File: config.mk
export PLATFORM = sky130hd
export DESIGN_NAME = mprc_store_gen_buf
export DESIGN_NICKNAME = d
export VERILOG_FILES = /design/src/rtl/mprc_store_gen_buf.sv
export SDC_FILE = /design/constraint.sdc
export NUM_CORES = 1
export LEC_CHECK = 0
export CAP_MARGIN = 25
export CORE_ASPECT_RATIO = 0.75
export CORE_MARGIN = 10
export CORE_UTILIZATION = 55
export DETAILED_ROUTE_END_ITERATION = 16
export GPL_TIMING_DRIVEN = 1
export PLACE_DENSITY = 0.79
export SYNTH_ARGS = -nofsm -noshare
export SYNTH_HDL_FRONTEND = slang
export SYNTH_SLANG_ARGS = --single-unit
File: constraint.sdc
create_clock -name clk -period 8.2 [get_ports clk]
set_clock_uncertainty 0.05 [all_clocks]
set_input_delay 1.64 -clock clk [delete_from_list [all_inputs] [get_ports clk]]
set_output_delay 1.64 -clock clk [all_outputs]
set_load 0.03 [all_outputs]
File: src/rtl/mprc_store_gen_buf.sv
// Store-data generator feeding a small in-order store buffer for the cache data-array write port.
// Optional feature: define STORE_GEN_MERGE_EN to coalesce stores into the youngest entry's word.
module mprc_store_gen_buf #(
   parameter int DATA_W = 64,
   parameter int ADDR_W = 40,
   parameter int DEPTH  = 4,
   parameter int SZ_W   = 2,
   localparam int BYTES = DATA_W / 8,
   localparam int OFF_W = $clog2(BYTES),
   localparam int CNT_W = $clog2(DEPTH) + 1
) (
   input  logic              clk,
   input  logic              reset_n,
   input  logic              req_valid,
   output logic              req_ready,
   input  logic [ADDR_W-1:0] req_addr,
   input  logic [SZ_W-1:0]   req_size,
   input  logic [DATA_W-1:0] req_data,
   output logic              out_valid,
   input  logic              out_ready,
   output logic [ADDR_W-1:0] out_addr,
   output logic [DATA_W-1:0] out_data,
   output logic [BYTES-1:0]  out_mask,
   output logic [CNT_W-1:0]  count,
   output logic              misalign
);

   localparam int PTR_W  = (DEPTH > 1) ? $clog2(DEPTH) : 1;
   localparam int WORD_W = ADDR_W - OFF_W;

   function automatic logic [SZ_W-1:0] clamp_size(input logic [SZ_W-1:0] s);
      return (int'(s) > OFF_W) ? SZ_W'(OFF_W) : s;
   endfunction

   function automatic logic [BYTES-1:0] gen_mask(input logic [OFF_W-1:0] off,
                                                 input logic [SZ_W-1:0]  sz);
      logic [BYTES-1:0] m;
      int lo;
      int hi;
      lo = int'(off);
      hi = lo + (1 << int'(sz));
      for (int i = 0; i < BYTES; i++) begin
         m[i] = (i >= lo) && (i < hi);
      end
      return m;
   endfunction

   // Byte lane i takes source byte (i mod n), which replicates the low n bytes across the word.
   function automatic logic [DATA_W-1:0] gen_data(input logic [DATA_W-1:0] d,
                                                  input logic [SZ_W-1:0]   sz);
      logic [DATA_W-1:0] r;
      int sel;
      for (int i = 0; i < BYTES; i++) begin
         sel = i & ((1 << int'(sz)) - 1);
         r[8*i +: 8] = d[8*sel +: 8];
      end
      return r;
   endfunction

   function automatic logic is_misaligned(input logic [OFF_W-1:0] off,
                                          input logic [SZ_W-1:0]  sz);
      logic bad;
      bad = 1'b0;
      for (int i = 0; i < OFF_W; i++) begin
         if ((i < int'(sz)) && off[i]) bad = 1'b1;
      end
      return bad;
   endfunction

   function automatic logic [PTR_W-1:0] ptr_inc(input logic [PTR_W-1:0] p);
      return (p == PTR_W'(DEPTH - 1)) ? '0 : p + PTR_W'(1);
   endfunction

   logic [WORD_W-1:0] ent_word [DEPTH];
   logic [DATA_W-1:0] ent_data [DEPTH];
   logic [BYTES-1:0]  ent_mask [DEPTH];

   logic [PTR_W-1:0]  head;
   logic [PTR_W-1:0]  tail;
   logic [SZ_W-1:0]   sz;
   logic [OFF_W-1:0]  off;
   logic [WORD_W-1:0] req_word;
   logic [BYTES-1:0]  new_mask;
   logic [DATA_W-1:0] new_data;
   logic              req_mis;
   logic              merge_ok;
   logic              accept;
   logic              do_push;
   logic              do_pop;

   assign sz       = clamp_size(req_size);
   assign off      = req_addr[OFF_W-1:0];
   assign req_word = req_addr[ADDR_W-1:OFF_W];
   assign new_mask = gen_mask(off, sz);
   assign new_data = gen_data(req_data, sz);
   assign req_mis  = is_misaligned(off, sz);

`ifdef STORE_GEN_MERGE_EN
   logic [PTR_W-1:0] yng;
   logic             do_merge;

   // Never merge into an entry that may be leaving this very cycle.
   assign yng      = (tail == '0) ? PTR_W'(DEPTH - 1) : tail - PTR_W'(1);
   assign merge_ok = (count != '0) && (req_word == ent_word[yng]) &&
                     !((count == CNT_W'(1)) && out_ready);
   assign do_merge = accept && !req_mis && merge_ok;
`else
   assign merge_ok = 1'b0;
`endif

   assign req_ready = (count < CNT_W'(DEPTH)) || merge_ok;
   assign accept    = req_valid && req_ready;
   assign do_push   = accept && !req_mis && !merge_ok;
   assign out_valid = (count != '0);
   assign do_pop    = out_valid && out_ready;

   assign out_addr  = out_valid ? {ent_word[head], OFF_W'(0)} : '0;
   assign out_data  = out_valid ? ent_data[head] : '0;
   assign out_mask  = out_valid ? ent_mask[head] : '0;

   // Entry payload carries no reset; validity is owned by the pointers and count.
   always_ff @(posedge clk) begin
      if (do_push) begin
         ent_word[tail] <= req_word;
         ent_data[tail] <= new_data;
         ent_mask[tail] <= new_mask;
      end
`ifdef STORE_GEN_MERGE_EN
      if (do_merge) begin
         for (int i = 0; i < BYTES; i++) begin
            if (new_mask[i]) ent_data[yng][8*i +: 8] <= new_data[8*i +: 8];
         end
         ent_mask[yng] <= ent_mask[yng] | new_mask;
      end
`endif
   end

   always_ff @(posedge clk or negedge reset_n) begin
      if (!reset_n) begin
         head     <= '0;
         tail     <= '0;
         count    <= '0;
         misalign <= 1'b0;
      end else begin
         if (do_push) tail <= ptr_inc(tail);
         if (do_pop)  head <= ptr_inc(head);
         case ({do_push, do_pop})
            2'b10:   count <= count + CNT_W'(1);
            2'b01:   count <= count - CNT_W'(1);
            default: count <= count;
         endcase
         misalign <= accept && req_mis;
      end
   end

endmodule

Word-level counts from Yosys, hierarchy flattened

Memories as Yosys holds them, arrays and structs flattened.
Index checks and enable logic that the tools add are counted.

Memories: 3
Register bits: 8
Memory bits (writable): 436
Output and inout port bits: 118
Input port bits: 110
Word-level logic and storage cells: 72

Order comparisons: 19
Equal/unequal tests: 4
Add/subtract/negate cells: 6
Muxes and demuxes: 11
Reduce and logical (&&, ||, !) cells: 17
Shift operators: 8

Memory list:

| name     | words | bits a word | read ports | clocked after memory_dff | write ports | line | text |
|---|---|---|---|---|---|---|---|
| ent_data | 4     | 64          | 1          | 0                        | 1           | 75   | `logic [DATA_W-1:0] ent_data [DEPTH];` |
| ent_word | 4     | 37          | 1          | 0                        | 1           | 74   | `logic [WORD_W-1:0] ent_word [DEPTH];` |
| ent_mask | 4     | 8           | 1          | 0                        | 1           | 76   | `logic [BYTES-1:0] ent_mask [DEPTH];` |

Operators with widths:

| cell                                                                                | number |
|---|---|
| 64-bit by 7-bit indexed part select with 8-bit output                               | 4 |
| 4-bit by 32-bit less-than comparator with 1-bit output (first input constant)       | 4 |
| 64-bit by 6-bit indexed part select with 8-bit output                               | 2 |
| 3-bit by 32-bit less-than comparator with 1-bit output (first input constant)       | 2 |
| 64-bit two-way mux                                                                  | 1 |
| 64-bit by 5-bit indexed part select with 8-bit output                               | 1 |
| 40-bit two-way mux                                                                  | 1 |
| 4-bit by 32-bit adder with 32-bit output                                            | 1 |
| 1-bit by 32-bit less-than comparator with 1-bit output (first input constant)       | 1 |
| 2-bit by 32-bit less-than comparator with 1-bit output (first input constant)       | 1 |
| 1-bit by 2-bit << shifter with 32-bit output (first input constant)                 | 1 |
| 1-bit logical AND                                                                   | 14 |
| 3-bit greater-or-equal comparator (first input constant)                            | 3 |
| 8-bit two-way mux                                                                   | 1 |
| 2-bit == test (second input constant)                                               | 3 |
| 1-bit by 3-bit greater-or-equal comparator with 1-bit output (first input constant) | 2 |
| 2-bit by 3-bit greater-or-equal comparator with 1-bit output (first input constant) | 2 |
| 3-bit case mux with 2 select lines                                                  | 1 |
| 1-bit two-way mux                                                                   | 5 |
| 2-bit by 1-bit adder with 2-bit output (second input constant)                      | 2 |
| 1-bit by 2-bit less-than comparator with 1-bit output (first input constant)        | 2 |
| 2-bit two-way mux                                                                   | 2 |
| 3-bit by 1-bit adder with 3-bit output (second input constant)                      | 1 |
| 3-bit less-than comparator (second input constant)                                  | 1 |
| 7 further kinds                                                                     | 7 |

Longest topological paths before layout

Gate-level depths: netlist of the first run.

Depth in word-level cells: 9
Gate-level depth with buffers: 13
Gate-level depth less buffers: 11

Least setup slack after synthesis of the first run

OpenSTA, ideal clock, no wires.

Kind: input port to flip-flop
From: in req_size[0]
To: mem ent_data[0][0], enable pin
Setup time: 0.421 ns
Path slack: 3.281 ns
Arrival time: 4.449 ns
Path buffers: 2
Stages: 7
Data required time: 7.729 ns
Cell sequence: buf_2 -> buf_2 -> nor2_2 -> inv_1 -> ha_1 -> a2111oi_4 -> and2_2

Cells in the longest elaborated chain, start to end: 9
Elaborated cells between the ends (all ways): 13
Those cells by class: 3 x order compare; 5 x mux; 5 x reduce/logical

RTL lines:

| what                                                  | line | text |
|---|---|---|
| from (decl)                                           | 17   | `input logic [SZ_W-1:0] req_size,` |
| 1-bit by 2-bit less-than comparator with 1-bit output | 65   | `if ((i < int'(sz)) && off[i]) bad = 1'b1;` |
| 1-bit logical AND                                     | 65   |  |
| 1-bit two-way mux (2 in series)                       | 65   |  |
| 1-bit two-way mux (*)                                 | 65   |  |
| 1-bit logical NOT (*)                                 | 113  | `assign do_push = accept && !req_mis && !merge_ok;` |
| 1-bit logical AND (*)                                 | 113  |  |
| 1-bit two-way mux (*)                                 | 123  | `if (do_push) begin` |
| 1-bit two-way mux (not written as such) (*)           | 125  | `ent_data[tail] <= new_data;` |
| to (decl)                                             | 75   |  |

Mark *: on every way between the ends. The rest lies on a longest branch, timed or not.

Worst setup path after layout of the first run

From: reg head[1]
To: out out_data[61]

Cells in the longest elaborated chain, start to end: 2

RTL lines:

| what                   | line | text |
|---|---|---|
| from (decl)            | 78   | `logic [PTR_W-1:0] head;` |
| from (signal assigned) | 146  | `if (do_pop) head <= ptr_inc(head);` |
| memory read 4 x 64 bit | n/a  |  |
| 64-bit two-way mux     | 118  | `assign out_data = out_valid ? ent_data[head] : '0;` |
| to (decl)              | 22   | `output logic [DATA_W-1:0] out_data,` |

No other way between the ends.

==> flow_summary.ini, run 1 <==
[clock_network]
numCtsBuffers = 43
cts_buffer_depth = 3
numClockSinks = 444
clk_pin_slew_worst_paths_ns = 0.06
clock_latency_ns = 0.53
cts_tree = done
cts_resized = 0
hold_buffers = 0
htreeDepth = 2
clock-root-buffer = clkbuf_16
post_cts_buffers = 0

[cells_and_area]
multi_input_area_um2 = 4490
final_common_cell = edfxtp_1
mostFrequentLayoutCells = 436 x edfxtp_1, 222 x clkdlybuf4s50_1, 112 x and2_1
fin_nets = 1255
fillers = 2075
seq_area_um2 = 13300
drive_above_1_share_pct = 19.2
syn2layout_area_growth_pct = 22.3

[pwr]
ir_drop_mv = 0.213
p_per_area_nw_per_um2 = 352
power_frac_clock_pct = 23.5
seqPwrFrac_pct = 36.6
total_power_mw = 7.77
intPower_mw = 5.14
p_leak_nw = 7.18
switching_share_pct = 33.9
p_switching_mw = 2.64
pwr-share-comb_pct = 39.9

[global_routing]
grt_pass1_vias = 9778
grt-ovfl-total = 0
grt_antenna_before_repair = 3
grt_usage_pct = 20.6
grt_pass1_wl_um = 63200
grt_max_degree = 112

[die]
start_util_pct = 55.8
num_io_pins = 228
fp.dieArea_um2 = 40600
die_w_um = 229
die_h_um = 177
rows = 57
core_area_um2 = 32400

[critical_path]
critPathLaunch = head[1]$_DFFE_PN0P_
required_ns = 6.51
r2r-end = ent_data[1][50]$_DFFE_PP_
critPathLaunchType = register
worstPathMaxFanout = 65
r2r_start = count[2]$_DFFE_PN0P_
endpoint = out_data[61]
cp.arrival_ns = 3.72
r2r_slack_ns = 5.19
endpoint_kind = output pin
ff2ff_path_depth = 3
crit_type = register to output pin

[routing]
ant_nets = 0
vias_per_cell = 5.86
vias = 9426
drc = 0
drt_wl_total_um = 41900
dr.pass1.iters = 5
post_drt_wl_per_cell_um = 26.1
drtIter0Drc = 1002

[synthesis]
ys_async_sr_fraction_pct = 1.80
yosysUniqueCellTypes = 38
yosysWarnings = 0
synth_seq_cells = 444
synth_edf_count = 436
netlist_instances = 903
synth_seq_area_share_pct = 73.5
syn-cell-area_um2 = 18100
syn_area_per_cell_um2 = 20.0
synthFlopType = edfxtp_1

[placement]
dpl.hpwl_um = 26900
place.gp.congestion = 0.827
pre_cts_ws_ns = 2.61
numPortBuffers = 224

[timing]
finalMaxSlewViolations = 0
fmax_mhz = 185
fin_worst_hold_slack_ns = 0.509
setup_tns_ns = 0
setup_violations = 0
rsz0062_at_grt = no
setup_slack_ns = 2.79
tightest_slew_ns = 1.14
hold_violations = 0
fin_crit_ns = 5.41
finalCritPeriodShare_pct = 66.0
max_slew_margin_pct = 21.8

[worst_hold_path]
whs_path_depth = 1
holdCritPathClass = register to register

[status]
status = completed

[job]
drv_cap = 0
==> cell type report <==
type / count / area share, %
diodes: 1 / 0.0113
well taps: 442 / 2.50
multi-input cells: 391 / 20.3
clock inverters: 23 / 0.696
repair buffers: 235 / 10.8
flip-flops and latches: 444 / 60.2
clock buffers: 55 / 5.21
inverters: 18 / 0.306
==> critical path, cell delays in order, from the launching register on <==
cell and delay (ns):
dfrtp_4 1.07, buf_4 0.74, mux4_2 0.32, and2_1 0.23, clkdlybuf4s50_1 0.74
==> flip-flops by register name (all words and copies together), names as in the netlist <==
signal,flops
count,3
ent_word,148
ent_data,256
head,2
misalign,1
ent_mask,32
tail,2
==> cells in the mapped netlist (4+ instances only) <==
cell type  instances  area, µm²
nor2_1            29        109
a21oi_1           26        130
buf_2             22        110
and2_1           112        701
edfxtp_1         436      13100
buf_4              5       37.5
mux2i_1           17        170
inv_1             18       67.6
and2_2             5       37.5
ha_1              10        125
clkbuf_1          17       63.8
mux4_2           109       2450
a2111oi_0          4       35.0
nor2b_1           10       62.6
buf_1              8       30.0
a211oi_1          11       82.6
dfrtp_1            8        200
mux2_2            28        315
==> through the flow <==
step / cell area (µm²) / std cells / util [%]
6_report: 22100 / 1609 / 68.3
5_1_grt: 22100 / 1609 / 68.3
4_1_cts: 22100 / 1607 / 68.2
3_5_place_dp: 20800 / 1529 / 64.1
3_3_place_gp: 20700 / 1527 / 64.0
2_1_floorplan: 18100 / 905 / -
==> power groups by stage <==
stage	Combinational [mW]	Clock, mW	Sequential (mW)
floorplan	1.99	0	2.78
global placement	3.04	0	2.92
detailed placement	3.11	0	2.90
CTS	3.14	1.85	2.85
global route	3.27	1.94	2.87
finish	3.10	1.83	2.84
==> worst min path at each step <==
stage | start | endpoint | slack (ns)
after floorplan | tail[1]$_DFFE_PN0P_ | tail[1]$_DFFE_PN0P_ | 0.48
after global placement | count[0]$_DFFE_PN0P_ | count[0]$_DFFE_PN0P_ | 0.51
after detailed placement | count[0]$_DFFE_PN0P_ | count[0]$_DFFE_PN0P_ | 0.51
after CTS | count[0]$_DFFE_PN0P_ | count[0]$_DFFE_PN0P_ | 0.52
after global routing | count[0]$_DFFE_PN0P_ | count[0]$_DFFE_PN0P_ | 0.54
final | count[0]$_DFFE_PN0P_ | count[0]$_DFFE_PN0P_ | 0.51
==> cells by family (layout without fill, tap and decap cells) <==
group	count (synthesis)	count (layout)	synth area share, %
compound gates	50	50	1.90
other cells	1	4	0.0207
fa+ha+maj	12	12	0.914
flops	444	444	73.5
simple gates	168	168	5.45
buf+inv	70	331	1.71
xor+xnor	4	4	0.194
mux	154	154	16.3
==> metal layers <==
| layer | vias to the layer above | global-route usage (%) | wire length (µm) |
|---|---|---|---|
| met5 | - | 0 | 9 |
| met2 | 410 | 32.7 | 20400 |
| met1 | 4892 | 28.1 | 16800 |
| li1 | 4070 | - | - |
| met3 | 52 | 5.81 | 3940 |
| met4 | 2 | 4.95 | 776 |
No activity file was read; power rests on OpenSTA's default activity.
==> run 2, diff against run 1 <==
Clock period 8.2 ns to 5.7 ns, I/O delays scaled along.
==> flow_summary.ini, run 2 (same netlist as run 1, synthesis figures left out) <==
[routing]
drc = 0
vias_per_cell = 5.85
dr.pass1.iters = 5
vias = 9405
drtIter0Drc = 1094
drt_wl_total_um = 41100
ant_nets = 0
post_drt_wl_per_cell_um = 25.6

[cells_and_area]
drive_above_1_share_pct = 19.0
final_common_cell = edfxtp_1
top_regs = ent_data: 256 flops, ent_word: 148 flops, ent_mask: 32 flops
largest_reg_flops = 256
mostFrequentLayoutCells = 436 x edfxtp_1, 222 x clkdlybuf4s50_1, 112 x and2_1
syn2layout_area_growth_pct = 22.5
top_register = ent_data
fin_nets = 1257
fillers = 2093

[clock_network]
cts_tree = done
numClockSinks = 444
post_cts_buffers = 0
clk_pin_slew_worst_paths_ns = 0.06
clock-root-buffer = clkbuf_16
cts_buffer_depth = 3
clock_latency_ns = 0.53
cts_resized = 0
hold_buffers = 0
numCtsBuffers = 42
htreeDepth = 2

[critical_path]
critPathLaunchType = register
crit_type = register to output pin
slowest_delay_ns = 0.99
cp.arrival_ns = 3.24
cp_num_buf_inv = 2
endpoint_kind = output pin
cp_top_family = buffers and inverters
r2r_start = count[2]$_DFFE_PN0P_
worstPathMaxFanout = 60
critPathLaunch = head[1]$_DFFE_PN0P_
required_ns = 4.51
cp_cell_sequence = buf_4 -> mux4_2 -> and2_1 -> clkdlybuf4s50_1
crit_slowest_cell = dfrtp_4

[global_routing]
grt_pass1_wl_um = 62100
grt_antenna_before_repair = 5
grt-ovfl-total = 0
grt_usage_pct = 20.1
grt_max_degree = 112
grt_pass1_vias = 9906

[die]
start_util_pct = 55.8
core_area_um2 = 32400
die_w_um = 229
fp.dieArea_um2 = 40600
num_io_pins = 228
die_h_um = 177
rows = 57

[pwr]
ir_drop_mv = 0.360
p_leak_nw = 7.21
p_per_area_nw_per_um2 = 503

[timing]
hold_violations = 0
setup_violations = 0
finalMaxSlewViolations = 0
fmax_mhz = 226
max_slew_margin_pct = 16.5
fin_worst_hold_slack_ns = 0.491
finalCritPeriodShare_pct = 77.8
fin_crit_ns = 4.43
setup_tns_ns = 0
rsz0062_at_grt = no
tightest_slew_ns = 1.22

[placement]
numPortBuffers = 224
dpl.hpwl_um = 26400
place.gp.congestion = 0.814

[status]
status = completed

[worst_hold_path]
holdCritPathClass = register to register
min-delay-start = count[0]$_DFFE_PN0P_

[job]
drv_cap = 0
==> run 2: area by class of cell <==
cell class,instances,area (µm²),area share [%]
clock buffer,54,1170,5.28
sequential,444,13300,60.1
timing repair buffer,238,2430,11.0
tap,442,553,2.50
multi-input combinational,391,4490,20.3
inverter,18,67.6,0.305
clock inverter,20,118,0.531
antenna,2,5.00,0.0226
==> run 2: final timing paths <==
check,cells after the start,endpoint,slack (ns)
max in group asynchronous,1,head[0]$_DFFE_PN0P_,4.46
worst max register to register,3,ent_data[0][17]$_DFFE_PP_,3.35
worst max-delay path,4,out_addr[39],1.27
worst min-delay path,1,count[0]$_DFFE_PN0P_,0.49
worst min register to register,1,count[0]$_DFFE_PN0P_,0.49
min in group asynchronous,1,count[2]$_DFFE_PN0P_,0.84
==> run 2: report_power, final <==
group          switching, mW  leakage (nW)  internal (mW)
Sequential             0.167          4.03           3.86
Clock                   1.13         0.622           1.49
Combinational           2.43          2.56           2.05
Total                   3.72          7.21           7.40
==> run 2: routing by layer <==
metal	global-route usage, %	vias up	part of all wire [%]
li1	-	4077	-
met1	28.0	4856	41
met2	32.0	406	49
met3	4.63	64	8.2
met4	5.34	2	1.9
met5	0	-	0.049
==> run 2: through the flow <==
step                std cells  cell area (µm²)  util, %  power, mW  worst slack (ns)
global placement         1532            20800     64.3       8.60              1.31
CTS                      1606            22100     68.3       11.3              1.19
detailed placement       1532            20800     64.3       8.62              1.14
floorplan                 905            18100        -       6.87              1.28
finish                   1609            22100     68.4       11.1              1.27
global route             1609            22100     68.4       11.6              1.15
==> run 3, diff against run 2 <==
Settings changed: CORE_UTILIZATION 55 to 50, PLACE_DENSITY 0.79 to 0.76.
Clock period 5.7 ns to 3.84 ns, I/O delays scaled along.
==> flow_summary.ini, run 3 (same netlist as run 1, synthesis figures left out) <==
[clock_network]
cts_buffer_depth = 3
clk_pin_slew_worst_paths_ns = 0.06
htreeDepth = 2
clock_latency_ns = 0.54
cts_tree = done
clock-root-buffer = clkbuf_16
numCtsBuffers = 43
hold_buffers = 0
numClockSinks = 444

[critical_path]
worstPathMaxFanout = 27
endpoint_kind = output pin
required_ns = 3.02
crit_type = register to output pin
critPathLaunchType = register
cp.arrival_ns = 2.88

[routing]
vias = 9539
drt_wl_total_um = 43400
drc = 0
dr.pass1.iters = 4
ant_nets = 0
drtIter0Drc = 864
post_drt_wl_per_cell_um = 26.1
vias_per_cell = 5.74

[global_routing]
grt_pass1_vias = 9784
grt_max_degree = 72
grt_pass1_wl_um = 63900
grt-ovfl-total = 0
grt_antenna_before_repair = 1
grt_usage_pct = 19.3

[timing]
setup_tns_ns = 0
fin_worst_hold_slack_ns = 0.449
tightest_slew_ns = 0.937
fmax_mhz = 270
fin_crit_ns = 3.70
max_slew_margin_pct = 35.9
finalCritPeriodShare_pct = 96.4
hold_violations = 0
rsz0062_at_grt = no
finalMaxSlewViolations = 0
setup_violations = 0

[die]
fp.dieArea_um2 = 44200
core_area_um2 = 35800
rows = 60
die_w_um = 240
die_h_um = 185
num_io_pins = 228
start_util_pct = 50.5

[pwr]
power_frac_clock_pct = 24.6
seqPwrFrac_pct = 34.3
p_switching_mw = 5.81
p_per_area_nw_per_um2 = 762
switching_share_pct = 33.7
intPower_mw = 11.4
ir_drop_mv = 0.794
pwr-share-comb_pct = 41.1
p_leak_nw = 7.44

[worst_hold_path]
holdCritPathClass = primary input to async pin

[placement]
place.gp.congestion = 0.860
numPortBuffers = 224
dpl.hpwl_um = 27400

[cells_and_area]
syn2layout_area_growth_pct = 25.2
fin_nets = 1281
largest_reg_flops = 256
mostFrequentLayoutCells = 436 x edfxtp_1, 220 x clkdlybuf4s50_1, 112 x and2_1
final_common_cell = edfxtp_1
fillers = 2490
top_regs = ent_data: 256 flops, ent_word: 148 flops, ent_mask: 32 flops
top_register = ent_data
drive_above_1_share_pct = 21.5

[status]
status = completed

[job]
drv_cap = 0
## run 3: changes by cell type in the layout (fill, tap and decap cells not counted), sizes merged
cell / change
clkinv: +1
clkbuf: -1
bufinv: +5
clkdlybuf4s50: -2
diode: +1
inv: +3
or3: +2
buf: +23
clkinvlp: -2
## run 3: final cells by class
| cell class | count | area [µm²] | area share (%) |
|---|---|---|---|
| repair buffers | 259 | 2750 | 12.2 |
| flip-flops and latches | 444 | 13300 | 58.8 |
| well taps | 465 | 582 | 2.57 |
| clock inverters | 27 | 288 | 1.27 |
| clock buffers | 53 | 1120 | 4.97 |
| diodes | 3 | 7.51 | 0.0332 |
| multi-input cells | 393 | 4510 | 19.9 |
| inverters | 18 | 67.6 | 0.299 |
## run 3: layer usage
layer / global-route usage [%] / routed length (µm) / vias up / share of wire, %
met5: 0 / 0 / - / 0
met4: 4.55 / 814 / 0 / 1.9
met3: 3.43 / 3060 / 66 / 7.0
met2: 30.3 / 20600 / 367 / 48
met1: 27.7 / 18800 / 4976 / 43
li1: - / - / 4130 / -
## run 3: path summary, 6_finish.rpt
kind | from | end | slack (ns) | cells after the start
max in group asynchronous | reset_n | head[1]$_DFFE_PN0P_ | 2.99 | 1
worst min register to register | tail[1]$_DFFE_PN0P_ | tail[1]$_DFFE_PN0P_ | 0.54 | 1
worst min-delay path | reset_n | head[0]$_DFFE_PN0P_ | 0.45 | 1
min in group clk | tail[1]$_DFFE_PN0P_ | tail[1]$_DFFE_PN0P_ | 0.54 | 1
worst max register to register | count[2]$_DFFE_PN0P_ | count[2]$_DFFE_PN0P_ | 0.98 | 9
worst max-delay path | count[2]$_DFFE_PN0P_ | out_addr[31] | 0.14 | 4
## run 3: metrics by stage
step | std cells | utilization (%) | cell area, µm² | worst slack [ns] | total power, mW
after floorplan | 905 | - | 18100 | -0.207 | 10.2
after global placement | 1573 | 59.0 | 21100 | 0.398 | 13.0
after detailed placement | 1573 | 59.0 | 21100 | 0.228 | 13.1
after CTS | 1657 | 63.1 | 22600 | 0.00461 | 17.4
after global routing | 1660 | 63.2 | 22600 | 0.0326 | 18.0
final | 1662 | 63.2 | 22600 | 0.138 | 17.3
## run 3: power by group through the flow
| stage | registers (mW) | logic, mW | clock network [mW] |
|---|---|---|---|
| 6_report | 5.91 | 7.09 | 4.25 |
| 5_1_grt | 5.94 | 7.51 | 4.52 |
| 4_1_cts | 5.87 | 7.20 | 4.32 |
| 3_5_place_dp | 6.04 | 7.01 | 0 |
| 3_3_place_gp | 6.03 | 6.99 | 0 |
| 2_1_floorplan | 5.94 | 4.26 | 0 |
## run 3: critical path: stages, from the launching register on
cell and delay (ns):
dfrtp_1 0.69, or3_4 0.40, buf_4 0.35, and2_1 0.21, clkdlybuf4s50_1 0.68
## run 3: what timing repair did
action | CTS | global route
setup endpoints to repair | 3 | 24
cloned | 0 | 2
pin swaps | 0 | 1
buffers inserted | 4 | 0
resized for setup | 0 | 0
